File: src/rtl/serial_rx_pkg.sv
// Shared types and helpers for the serial word receiver.
// Also used by the optional parity build (SERIAL_RX_PARITY_EN).
package serial_rx_pkg;

  typedef enum logic [1:0] {
    StIdle,
    StShift,
    StParity
  } rx_state_e;

  localparam logic MSB_FIRST = 1'b1;
  localparam logic LSB_FIRST = 1'b0;

  function automatic int unsigned cnt_width(input int unsigned width);
    return $clog2(width + 1);
  endfunction

endpackage

File: src/rtl/serial_rx_shifter.sv
// Direction-selectable shift register with enable and synchronous clear.
// q_next is the value the register takes on the next edge when not cleared.
module serial_rx_shifter
  import serial_rx_pkg::*;
#(
  parameter int unsigned WIDTH = 4
) (
  input  logic             clk,
  input  logic             reset,
  input  logic             clr,
  input  logic             en,
  input  logic             order,
  input  logic             din,
  output logic [WIDTH-1:0] q_next
);

  logic [WIDTH-1:0] shreg_q;

  always_comb begin
    q_next = shreg_q;
    if (en) begin
      if (order == LSB_FIRST) q_next = {din, shreg_q[WIDTH-1:1]};
      else                    q_next = {shreg_q[WIDTH-2:0], din};
    end
  end

  always_ff @(posedge clk) begin
    if (reset || clr) shreg_q <= '0;
    else              shreg_q <= q_next;
  end

endmodule

File: src/rtl/serial_word_receiver.sv
// Serial-to-parallel word receiver with valid/ready output and sticky overrun flag.
// Define SERIAL_RX_PARITY_EN to expect a trailing even-parity bit per word.
module serial_word_receiver
  import serial_rx_pkg::*;
#(
  parameter int unsigned WIDTH = 4
) (
  input  logic             clk,
  input  logic             reset,
  input  logic             s_valid,
  input  logic             s_data,
  input  logic             msb_first,
  input  logic             frame_clr,
  output logic [WIDTH-1:0] m_data,
  output logic             m_valid,
  input  logic             m_ready,
  output logic             overrun,
  output logic             parity_err
);

  localparam int unsigned CntW = cnt_width(WIDTH);
  localparam logic [CntW-1:0] LastCnt = CntW'(WIDTH - 1);

  rx_state_e        state_q, state_d;
  logic [CntW-1:0]  cnt_q, cnt_d;
  logic             order_q;
  logic             accept;
  logic             shift_en;
  logic             shift_order;
  logic             word_done;
  logic [WIDTH-1:0] word;
  logic [WIDTH-1:0] m_data_q;
  logic             m_valid_q;
  logic             overrun_q;

`ifdef SERIAL_RX_PARITY_EN
  logic par_q;
  logic perr_q;
  logic word_perr;
`endif

  // frame_clr beats a coincident bit strobe
  assign accept = s_valid & ~frame_clr;

  serial_rx_shifter #(
    .WIDTH (WIDTH)
  ) u_shifter (
    .clk    (clk),
    .reset  (reset),
    .clr    (frame_clr),
    .en     (shift_en),
    .order  (shift_order),
    .din    (s_data),
    .q_next (word)
  );

  always_ff @(posedge clk) begin
    if (reset) begin
      state_q   <= StIdle;
      cnt_q     <= '0;
      order_q   <= MSB_FIRST;
      m_data_q  <= '0;
      m_valid_q <= 1'b0;
      overrun_q <= 1'b0;
`ifdef SERIAL_RX_PARITY_EN
      par_q     <= 1'b0;
      perr_q    <= 1'b0;
`endif
    end else begin
      state_q <= state_d;
      cnt_q   <= cnt_d;
      if (accept && state_q == StIdle) order_q <= msb_first;
`ifdef SERIAL_RX_PARITY_EN
      if (accept && state_q == StIdle)       par_q <= s_data;
      else if (accept && state_q == StShift) par_q <= par_q ^ s_data;
`endif
      if (word_done && (!m_valid_q || m_ready)) begin
        m_data_q  <= word;
        m_valid_q <= 1'b1;
`ifdef SERIAL_RX_PARITY_EN
        perr_q    <= word_perr;
`endif
      end else if (word_done) begin
        overrun_q <= 1'b1;
      end else if (m_valid_q && m_ready) begin
        m_valid_q <= 1'b0;
      end
    end
  end

  always_comb begin
    state_d = state_q;
    cnt_d   = cnt_q;
    if (frame_clr) begin
      state_d = StIdle;
      cnt_d   = '0;
    end else if (s_valid) begin
      unique case (state_q)
        StIdle: begin
          state_d = StShift;
          cnt_d   = CntW'(1);
        end
        StShift: begin
          if (cnt_q == LastCnt) begin
`ifdef SERIAL_RX_PARITY_EN
            state_d = StParity;
            cnt_d   = CntW'(WIDTH);
`else
            state_d = StIdle;
            cnt_d   = '0;
`endif
          end else begin
            cnt_d = cnt_q + CntW'(1);
          end
        end
        default: begin
          state_d = StIdle;
          cnt_d   = '0;
        end
      endcase
    end
  end

  always_comb begin
    shift_order = (state_q == StIdle) ? msb_first : order_q;
    shift_en    = accept && (state_q != StParity);
`ifdef SERIAL_RX_PARITY_EN
    word_done   = accept && (state_q == StParity);
    word_perr   = par_q ^ s_data;
`else
    word_done   = accept && (state_q == StShift) && (cnt_q == LastCnt);
`endif
  end

  assign m_data  = m_data_q;
  assign m_valid = m_valid_q;
  assign overrun = overrun_q;
`ifdef SERIAL_RX_PARITY_EN
  assign parity_err = perr_q;
`else
  assign parity_err = 1'b0;
`endif

endmodule
File: config.mk
export PLATFORM = sky130hd
export DESIGN_NAME = serial_word_receiver
export DESIGN_NICKNAME = d
export VERILOG_FILES = /design/src/rtl/serial_rx_pkg.sv /design/src/rtl/serial_rx_shifter.sv /design/src/rtl/serial_word_receiver.sv
export SDC_FILE = /design/constraint.sdc
export NUM_CORES = 1
export LEC_CHECK = 0
export BUFFER_PORTS_ARGS = -buffer_cell sky130_fd_sc_hd__buf_2
export CAP_MARGIN = 15
export CORE_MARGIN = 5
export CORE_UTILIZATION = 51
export CTS_BUF_LIST = sky130_fd_sc_hd__clkbuf_16
export CTS_CLUSTER_DIAMETER = 40
export DETAILED_ROUTE_END_ITERATION = 10
export PLACE_DENSITY = 0.84
export SYNTH_ARGS = -nofsm -noshare
export SYNTH_HDL_FRONTEND = slang
export SYNTH_HIERARCHICAL = 1
export SYNTH_SLANG_ARGS = --single-unit
File: constraint.sdc
create_clock -name clk -period 1.7 [get_ports clk]
set_input_delay 0.085 -clock clk [delete_from_list [all_inputs] [get_ports clk]]
set_output_delay 0.085 -clock clk [all_outputs]
set_load 0.02 [all_outputs]
# ---- Word level (Yosys, flattened, before mapping)
# Cells that the tools add are included.
# W data, S select, Z words.
dict set report word_totals {
  regBits 16
  elab_cells 41
}
dict set report classes {
  add_sub_neg 1
  eq_ne 5
  mux 10
  bitwise 3
  n_reduce_logical 15
}
# cell n
set op_table {}
lappend op_table {{$mux W4} 2}
lappend op_table {{$logic_and A1 B1 Y1} 6}
lappend op_table {{$pmux W3 S2} 1}
lappend op_table {{$reduce_and A2 Y1} 3}
lappend op_table {{$mux W1} 4}
lappend op_table {{$ne A2 B2 Y1 const B} 2}
lappend op_table {{$pmux W2 S2} 1}
lappend op_table {{$add A3 B1 Y3 const B} 1}
lappend op_table {{$eq A3 B2 Y1 const B} 1}
lappend op_table {{$mux W3} 1}
lappend op_table {{$eq A2 B1 Y1 const B} 1}
lappend op_table {{$logic_not A2 Y1} 1}
lappend op_table {{$logic_or A1 B1 Y1} 2}
lappend op_table {{$mux W2} 1}
lappend op_table {{$ne A2 B1 Y1 const B} 1}
lappend op_table {{$not A1 Y1} 2}
lappend op_table {{$reduce_bool A2 Y1} 1}
lappend op_table {{$reduce_or A2 Y1} 1}
lappend op_table {{$and A1 B1 Y1} 1}
lappend op_table {{$logic_not A1 Y1} 1}

# ---- Logic depth before layout (Yosys ltp)
dict set report depth {
  word_depth 7
  ltp_mapped 6
  ltp_nobuf 5
}

# ---- Cells and area by module
# Netlist, hierarchy kept.
# mod instances cells_each area_per_inst_um2 seq_area_each_um2
set by_module_without_submodules {}
lappend by_module_without_submodules {serial_word_receiver 1 53 505.5 220.2}
lappend by_module_without_submodules {serial_rx_shifter 1 22 219.0 80.1}

# ---- Worst setup path before layout
# No wires, ideal clock.
dict set report synth_path {
  kind {reg2reg}
  from {register state_q[0]}
  to {register u_shifter.shreg_q[2]}
  setup_time_ps 112
  t_arrival_ps 1328
  path_slack_ps 259
  stages_incl_launch_ff 5
  cell_sequence {dfxtp_1 > mux2_2 > buf_6 > mux2i_1 > a2111oi_1}
}
dict set report synth_via {
  elab_chain_len 4
  elab_cells_between_ends 6
}
# item line
set synth_lines {}
lappend synth_lines {{from (decl)} serial_word_receiver.sv:24} ;# rx_state_e state_q, state_d;
lappend synth_lines {{from (signal assigned)} serial_word_receiver.sv:59} ;# state_q <= StIdle;
lappend synth_lines {{from (signal assigned)} serial_word_receiver.sv:70} ;# state_q <= state_d;
lappend synth_lines {{$logic_not A2 Y1} serial_word_receiver.sv:125} ;# shift_order = (state_q == StIdle) ? msb_first : order_q;
lappend synth_lines {{$mux W1} serial_word_receiver.sv:125}
lappend synth_lines {{via shift_order} serial_word_receiver.sv:29} ;# logic shift_order;
lappend synth_lines {{$mux W4} serial_rx_shifter.sv:22} ;# if (order == LSB_FIRST) q_next = {din, shreg_q[WIDTH-1:1]};
lappend synth_lines {{$mux W4} serial_rx_shifter.sv:21} ;# if (en) begin
lappend synth_lines {{to (signal assigned)} serial_rx_shifter.sv:29} ;# else shreg_q <= q_next;
lappend synth_lines {{to (decl)} serial_rx_shifter.sv:17} ;# logic [WIDTH-1:0] shreg_q;
# The timed path passes the listed nets, and every way through them passes these cells.
# A chain may end at the register's enable or synchronous reset.

# ---- Final worst setup path
# Same ends and word-level chain as after synthesis.

==> results.yml <==
run_status:
  status: "completed"
grt:
  antenna_found_initial: 0
  grt_max_degree: 18
  overflow: 0
  grt_pass1_wl_mm: 2.35
  track_usage_pct: 15.1
  grt_pass1_vias: 522
timing:
  setup_viol: 0
  timing.final.crit_share_pct: 91.2
  hold_violations: 0
  max_freq_ghz: 0.645
  fin_setup_tns_ps: 0
  slew_viol_final: 0
  grt_setup_unrepaired: "false"
  post-route-min-period_ps: 1550
  skew_ps: 2.35
critical_path:
  cp_data_arrival_time_ps: 1670
  ff2ff_setup_slack_ps: 150
  start_kind: "register"
  worstSetupPathType: "register to register"
  r2r_cells: 3
  cp.required_ps: 1820
  rr_startpoint: "state_q[0]"
  slowest_delay_ps: 440
  crit_chain: "mux2_2 > mux2i_1 > a2111oi_1"
  rr_endpoint: "u_shifter/shreg_q[2]"
  crit_start: "state_q[0]"
  crit_fanout: 7
  crit_slowest_cell: "dfxtp_1"
  end_kind: "register"
clocking:
  h-tree-depth: 1
  clk_latency_ps: 240
  cts_tree: "done"
  cts_hold_buffers: 0
  clock_path_buffers: 2
  cts_buffers: 3
  root_buffer: "clkbuf_16"
  post_cts_buffers: 0
  path_clk_slew_ps: 50
  cts_resized: 0
  clock-sinks: 15
logic_synthesis:
  yosysWarnings: 6
  yosys.area_share.xor_xnor_pct: 0
  synth_area_per_cell_um2: 9.66
  ys_types: 26
  synth_compound_area_share_pct: 17.8
  synth_seq_area_share_pct: 41.5
  synth_top_family_by_area: "simple AND/OR/NAND/NOR gates"
  ys_ff_latch: 15
  synthCells: 75
  netlist_area_um2: 724
  synthMuxAreaShare_pct: 12.6
  syn_nets: 83
  yosys.area_share.adder_pct: 1.73
  yosys.area_share.simple_pct: 19.2
detailed_routing:
  via_per_inst: 5.70
  vias: 576
  drtPass1Iterations: 4
  avgRoutedWirePerCell_um: 13.8
  drtIter0Drc: 10
  drt_wl_total_mm: 1.39
  drc: 0
  antenna_left: 0
pwr:
  power.share.clock_pct: 50.5
  p_leak_uw: 0.000358
  p_comb_share_pct: 7.5
  vdd_drop_max_mv: 0.527
  p_switching_uw: 172
  switching_share_pct: 19.8
  p_per_area_nw_per_um2: 1030
  p_seq_share_pct: 42.0
  p_int_uw: 696
floorplanning:
  die_area_um2: 2270
  initial_utilization_pct: 55.0
  die-height_um: 47.7
  core_um2: 1320
  dieWidth_um: 47.7
  rows: 13
  io_pins: 14
layout:
  area_growth_pct: 16.1
  num_antenna_cells: 0
  layout_common_cells: "15 x dfxtp_1, 12 x buf_2, 8 x nand2b_1, 8 x mux2i_1"
  nets: 95
  fillCellCount: 104
  final_common_cell: "dfxtp_1"
  design_area_um2: 841
  stdcell_count: 101
  drive_gt1_share_pct: 22.1
place:
  dpl_cell_area_um2: 762
  dpl.cell_count: 97
  dp_hpwl_um: 980
  numPortBuffers: 12
  gp_congestion: 0.721
min_path:
  hp-start: "frame_clr"
  min-delay-path-class: "primary input to register"
  min_to: "u_shifter/shreg_q[0]"
  hold_depth: 2
job:
  cap_violations: 0
==> through the flow <==
step,util (%),hold WS (ps),setup WS (ps),power [µW]
6_report,63.8,123,150,868
5_1_grt,63.8,142,14.9,903
4_1_cts,63.8,122,161,878
3_5_place_dp,57.8,371,181,435
3_3_place_gp,57.8,358,256,432
2_1_floorplan,-,154,259,420
==> how the worst max path moves through the flow <==
stage,end,slack [ps],cells past startpoint
after floorplan,u_shifter/shreg_q[2],260,4
after global placement,u_shifter/shreg_q[3],260,3
after detailed placement,u_shifter/shreg_q[3],180,3
after CTS,u_shifter/shreg_q[3],160,3
after global routing,u_shifter/shreg_q[2],10,3
final,u_shifter/shreg_q[2],150,3
==> power by group through the flow <==
stage                     logic, µW  registers, µW  clock network (µW)
after floorplan                50.5            370                   0
after detailed placement       63.3            371                   0
final                          64.9            365                 438
after global routing           72.0            365                 466
after global placement         61.3            371                   0
after CTS                      64.6            365                 449
==> metal layers <==
layer	routed length, µm	share of wire [%]	track usage [%]
met5	0	0	0
met4	8	0.57	8.06
met3	69	5.0	2.26
met2	716	51	24.5
met1	598	43	19.0
==> sequential cells by signal (all words and copies together) (netlist names) <==
| name | cells |
|---|---|
| m_data | 4 |
| u_shifter/shreg_q | 4 |
| cnt_q | 3 |
| m_valid | 1 |
| order_q | 1 |
| overrun | 1 |
| state_q | 1 |
==> synthesized netlist by cell type <==
master     instances  area [µm²]
and3b_4            1        12.5
and2b_4            1        10.0
a21oi_1            7        35.0
nor3b_1            1        7.51
nor3_1             1        5.00
clkbuf_1           1        3.75
dfxtp_1           15         300
a31oi_1            3        18.8
and3b_1            1        8.76
a21o_1             1        7.51
a2111oi_1          3        30.0
o21bai_1           1        7.51
ha_1               1        12.5
clkbuf_4           1        7.51
buf_6              2        22.5
o21ai_0            3        15.0
a2111oi_2          1        15.0
conb_1             1        3.75
buf_4              1        7.51
nor2_1             7        26.3
and3_1             1        6.26
inv_1              2        7.51
mux2_2             1        11.3
nor2b_1            2        12.5
nand2b_1           8        50.1
mux2i_1            8        80.1
==> worst max-delay path: cells and delay by family (launching register included) <==
family / cells / cell delay (ps)
mux: 2 / 580
compound gates: 1 / 410
flops: 1 / 440
==> kinds of logic (layout without fill, tap and decap cells) <==
kind of cell | Yosys count | after routing
AND/OR/NAND/NOR | 23 | 23
AO/OA/AOI/OAI | 19 | 19
flip-flops | 15 | 15
multiplexers | 9 | 9
buffers and inverters | 7 | 18
adder cells (fa/ha/maj) | 1 | 1
other | 1 | 1
==> final cells by class <==
| cell class | instances | area [µm²] | area share (%) |
|---|---|---|---|
| Timing Repair Buffer | 12 | 60.1 | 7.14 |
| Clock inverter | 1 | 3.75 | 0.446 |
| Clock buffer | 3 | 75.1 | 8.93 |
| Sequential cell | 15 | 300 | 35.7 |
| Multi-Input combinational cell | 53 | 375 | 44.6 |
| Inverter | 2 | 7.51 | 0.893 |
| Tap cell | 15 | 18.8 | 2.23 |
(Power assumes the default switching activity.)
